## src/rtl/coeff_load_sequencer.sv

```systemverilog
// coeff_load_sequencer: walks coefficient indices, pulsing load_coeff and waiting on modwait per index.
// Optional watchdog on modwait in WAIT enabled by macro COEFF_LOAD_TIMEOUT_EN.
module coeff_load_sequencer #(
    parameter int NUM_COEFFS      = 4,
    parameter int COEFF_NUM_WIDTH = 2,
    parameter int TIMEOUT_CYCLES  = 64
) (
    input  logic                       clk,
    input  logic                       n_rst,
    input  logic                       new_coefficient_set,
    input  logic                       modwait,
    output logic                       load_coeff,
    output logic [COEFF_NUM_WIDTH-1:0] coefficient_num,
    output logic                       coeff_set_clear,
    output logic                       load_busy,
    output logic                       load_err
);
    typedef enum logic [2:0] {IDLE, LOAD, GUARD, WAIT, CLEAR} state_t;

    localparam logic [COEFF_NUM_WIDTH-1:0] LAST = COEFF_NUM_WIDTH'(NUM_COEFFS - 1);

    state_t                     state_q, state_d;
    logic [COEFF_NUM_WIDTH-1:0] idx_q, idx_d;
    logic                       timeout;

`ifdef COEFF_LOAD_TIMEOUT_EN
    localparam int CNT_W = $clog2(TIMEOUT_CYCLES + 1);

    logic [CNT_W-1:0] cnt_q, cnt_d;
    logic             err_q, err_d;

    assign timeout  = state_q == WAIT && modwait && cnt_q == CNT_W'(TIMEOUT_CYCLES - 1);
    assign load_err = err_q;

    // Watchdog: count busy WAIT cycles; error is sticky until the next sequence starts
    always_comb begin
        cnt_d = (state_q == WAIT && state_d == WAIT) ? cnt_q + 1'b1 : '0;
        err_d = timeout ? 1'b1 : (state_q == IDLE && state_d == LOAD) ? 1'b0 : err_q;
    end

    // Watchdog registers
    always_ff @(posedge clk) begin
        if (!n_rst) begin
            cnt_q <= '0;
            err_q <= 1'b0;
        end else begin
            cnt_q <= cnt_d;
            err_q <= err_d;
        end
    end
`else
    assign timeout  = 1'b0;
    assign load_err = 1'b0;
`endif

    // Next-state and index logic; a cancel or timeout drops back to IDLE without a clear pulse
    always_comb begin
        state_d = state_q;
        idx_d   = idx_q;
        case (state_q)
            IDLE: begin
                idx_d = '0;
                if (new_coefficient_set && !modwait) state_d = LOAD;
            end
            LOAD:  state_d = GUARD;
            GUARD: state_d = WAIT;
            WAIT: begin
                if (timeout) begin
                    state_d = IDLE;
                    idx_d   = '0;
                end else if (!modwait) begin
                    if (!new_coefficient_set) begin
                        state_d = IDLE;
                        idx_d   = '0;
                    end else if (idx_q == LAST) begin
                        state_d = CLEAR;
                    end else begin
                        state_d = LOAD;
                        idx_d   = idx_q + 1'b1;
                    end
                end
            end
            CLEAR: begin
                state_d = IDLE;
                idx_d   = '0;
            end
            default: begin
                state_d = IDLE;
                idx_d   = '0;
            end
        endcase
    end

    // State and index registers
    always_ff @(posedge clk) begin
        if (!n_rst) begin
            state_q <= IDLE;
            idx_q   <= '0;
        end else begin
            state_q <= state_d;
            idx_q   <= idx_d;
        end
    end

    assign load_coeff      = state_q == LOAD;
    assign coeff_set_clear = state_q == CLEAR;
    assign load_busy       = state_q != IDLE;
    assign coefficient_num = idx_q;
endmodule

```

## config.mk

```make
export PLATFORM = sky130hd
export DESIGN_NAME = coeff_load_sequencer
export DESIGN_NICKNAME = d
export VERILOG_FILES = /design/src/rtl/coeff_load_sequencer.sv
export SDC_FILE = /design/constraint.sdc
export NUM_CORES = 1
export LEC_CHECK = 0
export CAP_MARGIN = 30
export CORE_AREA = 4 4 41 43
export CTS_CLUSTER_SIZE = 30
export DETAILED_ROUTE_END_ITERATION = 8
export DIE_AREA = 0 0 45 47
export GPL_TIMING_DRIVEN = 0
export PLACE_DENSITY_LB_ADDON = 0.05
export SYNTH_ARGS = -nofsm -noshare
export SYNTH_HDL_FRONTEND = slang
export SYNTH_SLANG_ARGS = --single-unit
```

## constraint.sdc

```tcl
create_clock -name clk -period 1 [get_ports clk]
set_input_delay 0.3 -clock clk [delete_from_list [all_inputs] [get_ports clk]]
set_output_delay 0.3 -clock clk [all_outputs]
set_load 0.01 [all_outputs]
```

# Word level (Yosys, flattened, before mapping)
# Cells that the tools add are included.
op_classes:
  n_addsub: 1
  eq_ne: 8
  mux: 9
  bitwise: 1
  reduce_logical: 7
op_table:
  columns: ["cell", "n"]
  rows:
  - ["3-bit two-way mux", 4]
  - ["3-bit case mux with 4 select lines", 1]
  - ["3-bit by 2-bit equality test with 1-bit output, second input constant", 2]
  - ["2-bit two-way mux", 3]
  - ["2-bit inequality test, second input constant", 2]
  - ["2-bit case mux with 2 select lines", 1]
  - ["3-bit by 1-bit equality test with 1-bit output, second input constant", 1]
  - ["3-bit equality test, second input constant", 1]
  - ["3-bit logical NOT", 1]
  - ["3-bit inequality test, second input constant", 1]
  - ["3-bit AND reduction", 1]
  - ["3-bit nonzero test", 1]
  - ["2-bit by 1-bit adder with 2-bit output, second input constant", 1]
  - ["2-bit equality test, second input constant", 1]
  - ["2-bit AND reduction", 1]
  - ["2-bit OR reduction", 1]
  - ["1-bit logical AND", 1]
  - ["1-bit logical NOT", 1]
  - ["1-bit inverter", 1]
word_totals:
  reg_bits: 5
  inputBits: 4
  output_inout_bits: 6

# Depth between registers and ports, before layout
depth:
  depth_word: 5
  depth_mapped: 4

# Worst setup path after synthesis
# OpenSTA, ideal clock, no wires.
synth_path:
  path_kind: "reg-to-reg"
  start: "reg idx_q[0], in the netlist coefficient_num[0]"
  end: "reg idx_q[0], in the netlist coefficient_num[0]"
  setup_time_ps: 121
  t_arrival_ps: 1007
  required_ps: 879
  setup_slack_ps: -128
  stages_incl_launch_ff: 5
  path_buffers: 0
  period_less_slack_ps: 1128
  path_cell_list: "dfxtp_1 ha_1 nor2b_1 and3b_1 mux2_2"
synth_between:
  elab_chain_len: 5
  elab_cells_between_ends: 8
  cone_classes: "add/sub: 1; eq/ne: 2; mux: 4; reduce/logical: 1"
synth_rtl:
  columns: ["item", "line", "rtl"]
  rows:
  - ["from (decl)", "23", "logic [COEFF_NUM_WIDTH-1:0] idx_q, idx_d;"]
  - ["from (signal assigned)", "101", "idx_q <= idx_d;"]
  - ["2-bit by 1-bit adder with 2-bit output", "79", "idx_d = idx_q + 1'b1;"]
  - ["2-bit two-way mux", "75", "end else if (idx_q == LAST) begin"]
  - ["2-bit two-way mux", "72", "if (!new_coefficient_set) begin"]
  - ["2-bit two-way mux", "71", "end else if (!modwait) begin"]
  - ["2-bit case mux with 2 select lines", "60", "case (state_q)"]
# Parallel ways exist; a longest one is shown, timed or not. The select of a mux whose other input is x is not followed.
# A chain may end at the register's enable or synchronous reset.

# Worst setup path in the final report
layout_path:
  start: "reg state_q[0]"
  end: "out load_busy"
layout_between:
  elab_chain_len: 1
layout_rtl:
  columns: ["item", "line", "rtl"]
  rows:
  - ["from (decl)", "22", "state_t state_q, state_d;"]
  - ["from (signal assigned)", "100", "state_q <= state_d;"]
  - ["3-bit nonzero test", "107", "assign load_busy = state_q != IDLE;"]
  - ["to (decl)", "15", "output logic load_busy,"]
# No other way between the ends.

==> flow_summary.ini <==
[run_status]
status = finished with violations
violations = negative setup slack

[floorplan]
die_width_um = 45
rows = 13
dieHeight_um = 47
coreArea_mm2 = 0.00130
boundaryPins = 10
dieArea_mm2 = 0.00212
initial_core_util = 0.199

[power]
p_switching_uw = 157
peakVddDrop_v = 0.000483
p_clk_frac = 0.378
cellInternalPower_uw = 459
leakagePower_nw = 0.212
power_frac_seq = 0.372
power_density_mw_per_mm2 = 1280
combPwrFrac = 0.250
p_sw_frac = 0.254

[placed_design]
gp_congestion = 0.632
io_buffers = 8
place_ws_ns = -0.583

[cells_and_area]
syn_to_final_growth_pct = 86.0
insertedDiodeCount = 0
drive_gt1_frac = 0.714
nets = 48
fillCellCount = 139
final_cell_mix = buf_6 (5), buf_4 (3), clkbuf_4 (3), dfxtp_4 (3), dfxtp_2 (2)
layout_commonest_cell = buf_6

[sta]
fmax_mhz = 727
clock_skew_ns = 0.00316
hold_ws_ns = 0.412
final-setup-viol-count = 9
fin_crit_sh = 1.38
slew_violations = 0
fin_ws_ns = -0.376
grt_setup_unrepaired = true
min_period_ns = 1.38
hold_viol_final = 0

[detailed_routing]
wl_per_cell_um = 11.1
drc = 0
totalWireLength_um = 630
postRouteAntennaNets = 0
drt_iter0_drc = 1
dr.pass1.iters = 2
via_per_inst = 4.16
vias = 237

[yosys]
ys_warn_count = 0
synth_area_um2 = 259
synthTopCellsByArea = dfxtp_1 (39%), a211oi_2 (4.8%), and3b_4 (4.8%), ha_1 (4.8%), mux2_2 (4.3%)
yosys_register_bits = 5
yosysSeqAreaShare = 0.386
synth_largest_area_cell = dfxtp_1
syn_avg_cell_area_um2 = 9.96
synth_top_area_frac = 0.386
syn_inst = 26
ys_types = 21
syn_nets = 31

[clock_network]
cts_htree_levels = 1
cts_sinks = 5
root_buffer = clkbuf_4
insertion_delay_ns = 0.24
numCtsBuffers = 3
clk_path_buf_depth = 2
clk_pin_slew_ns = 0.04
cts_tree = done
postCtsHoldBufs = 0

[setup_path]
reg2reg_to = coefficient_num[0]
worst_setup_path_end_kind = primary output
max_stage_delay_ns = 0.37
critPathMaxFanout = 5
cp_slowest_cell = or3_4
setup.worst_path.start_class = flop
crit_path_end = load_busy
worstSetupPathType = flop to primary output
rr_startpoint = state_q[1]
rrSetupSlack_ns = -0.22
critical_path_required_ns = 0.70
worst_r2r_path_depth = 4
cp.arrival_ns = 1.08
cp-startpoint = state_q[0]
path_cells = or3_4 > buf_6

[global_routing]
grtUsageMet1 = 0.0594
met3_usage = 0.0345
track_usage = 0.0680
grt_max_degree = 6
antenna_found_initial = 0
overflow = 0
grt_util_met2 = 0.102
grt.busiest_layer = met2
grt_pass1_vias = 207
grt_pass1_wl_um = 876

[flow_run]
cap_viol_max_count = 0

[worst_hold_path]
hold_path_depth = 3
holdCritPathClass = primary input to flop
-- per-stage QoR --
step | util | std cells | setup TNS, ns | total power, mW | instance area [um2]
floorplan | - | 26 | -0.0755 | 0.283 | 280
global placement | 0.291 | 49 | -3.84 | 0.334 | 379
detailed placement | 0.291 | 49 | -3.80 | 0.333 | 379
CTS | 0.351 | 56 | -1.52 | 0.611 | 457
global route | 0.370 | 57 | -1.76 | 0.653 | 482
finish | 0.370 | 57 | -1.39 | 0.616 | 482
-- worst max-delay path, delay by kind of cell, from the launching register on --
family / cells / cell delay [ns]
flip-flops: 1 / 0.34
buffers and inverters: 1 / 0.13
AND/OR/NAND/NOR: 1 / 0.37
-- synthesized netlist by cell type, drive strengths merged --
cell type / instances
nor3b: 1
conb: 1
o21ai: 1
dfxtp: 5
nor2b: 1
nor2: 2
nand2b: 2
ha: 1
and3b: 2
and2: 2
nor3: 1
buf: 1
a22o: 1
nand2: 1
or3: 1
a211oi: 1
a221oi: 1
mux2: 1
-- metal layers --
metal / wire length (um) / vias up
li1: - / 123
met1: 247 / 105
met2: 328 / 7
met3: 44 / 2
met4: 10 / 0
met5: 0 / -
-- worst min-delay path by stage --
stage | slack (ns) | from | endpoint
floorplan | 0.47 | new_coefficient_set | state_q[0]
global placement | 0.51 | state_q[0] | state_q[0]
detailed placement | 0.51 | coefficient_num[1] | coefficient_num[1]
CTS | 0.50 | state_q[0] | state_q[0]
global route | 0.43 | new_coefficient_set | state_q[0]
finish | 0.41 | new_coefficient_set | state_q[0]
-- power groups by stage --
| stage | Sequential, mW | Clock [mW] | Combinational (mW) |
|---|---|---|---|
| 5_1_grt | 0.233 | 0.253 | 0.167 |
| 2_1_floorplan | 0.222 | 0 | 0.0612 |
| 3_3_place_gp | 0.224 | 0 | 0.109 |
| 3_5_place_dp | 0.224 | 0 | 0.109 |
| 4_1_cts | 0.226 | 0.245 | 0.140 |
| 6_report | 0.229 | 0.233 | 0.154 |
-- cell families after synthesis --
logic type	Yosys count	share of synthesized area
simple gates	13	0.338
other cells	1	0.0145
mux	1	0.0435
buf+inv	1	0.0290
compound gates	4	0.140
fa+ha+maj	1	0.0483
flops	5	0.386
-- timing repair --
item                                    in CTS  in global routing
cloned                                       0                  0
pin swaps                                    2                  3
endpoints found under the setup margin       9                  9
gates resized for setup                     34                  6
setup buffers                                3                  1
-- flip-flops by register name, summed over array words and instances, names as in the netlist --
register and count:
coefficient_num 2, state_q 3
-- cell type report --
cell class / instances / area [um2] / area share
plain buffers: 1 / 7.51 / 0.0156
clock buffers: 4 / 26.3 / 0.0545
multi-input cells: 20 / 196 / 0.408
flip-flops and latches: 5 / 114 / 0.236
well taps: 15 / 18.8 / 0.0390
repair buffers: 12 / 119 / 0.247
No activity file was read; power rests on OpenSTA's default activity.
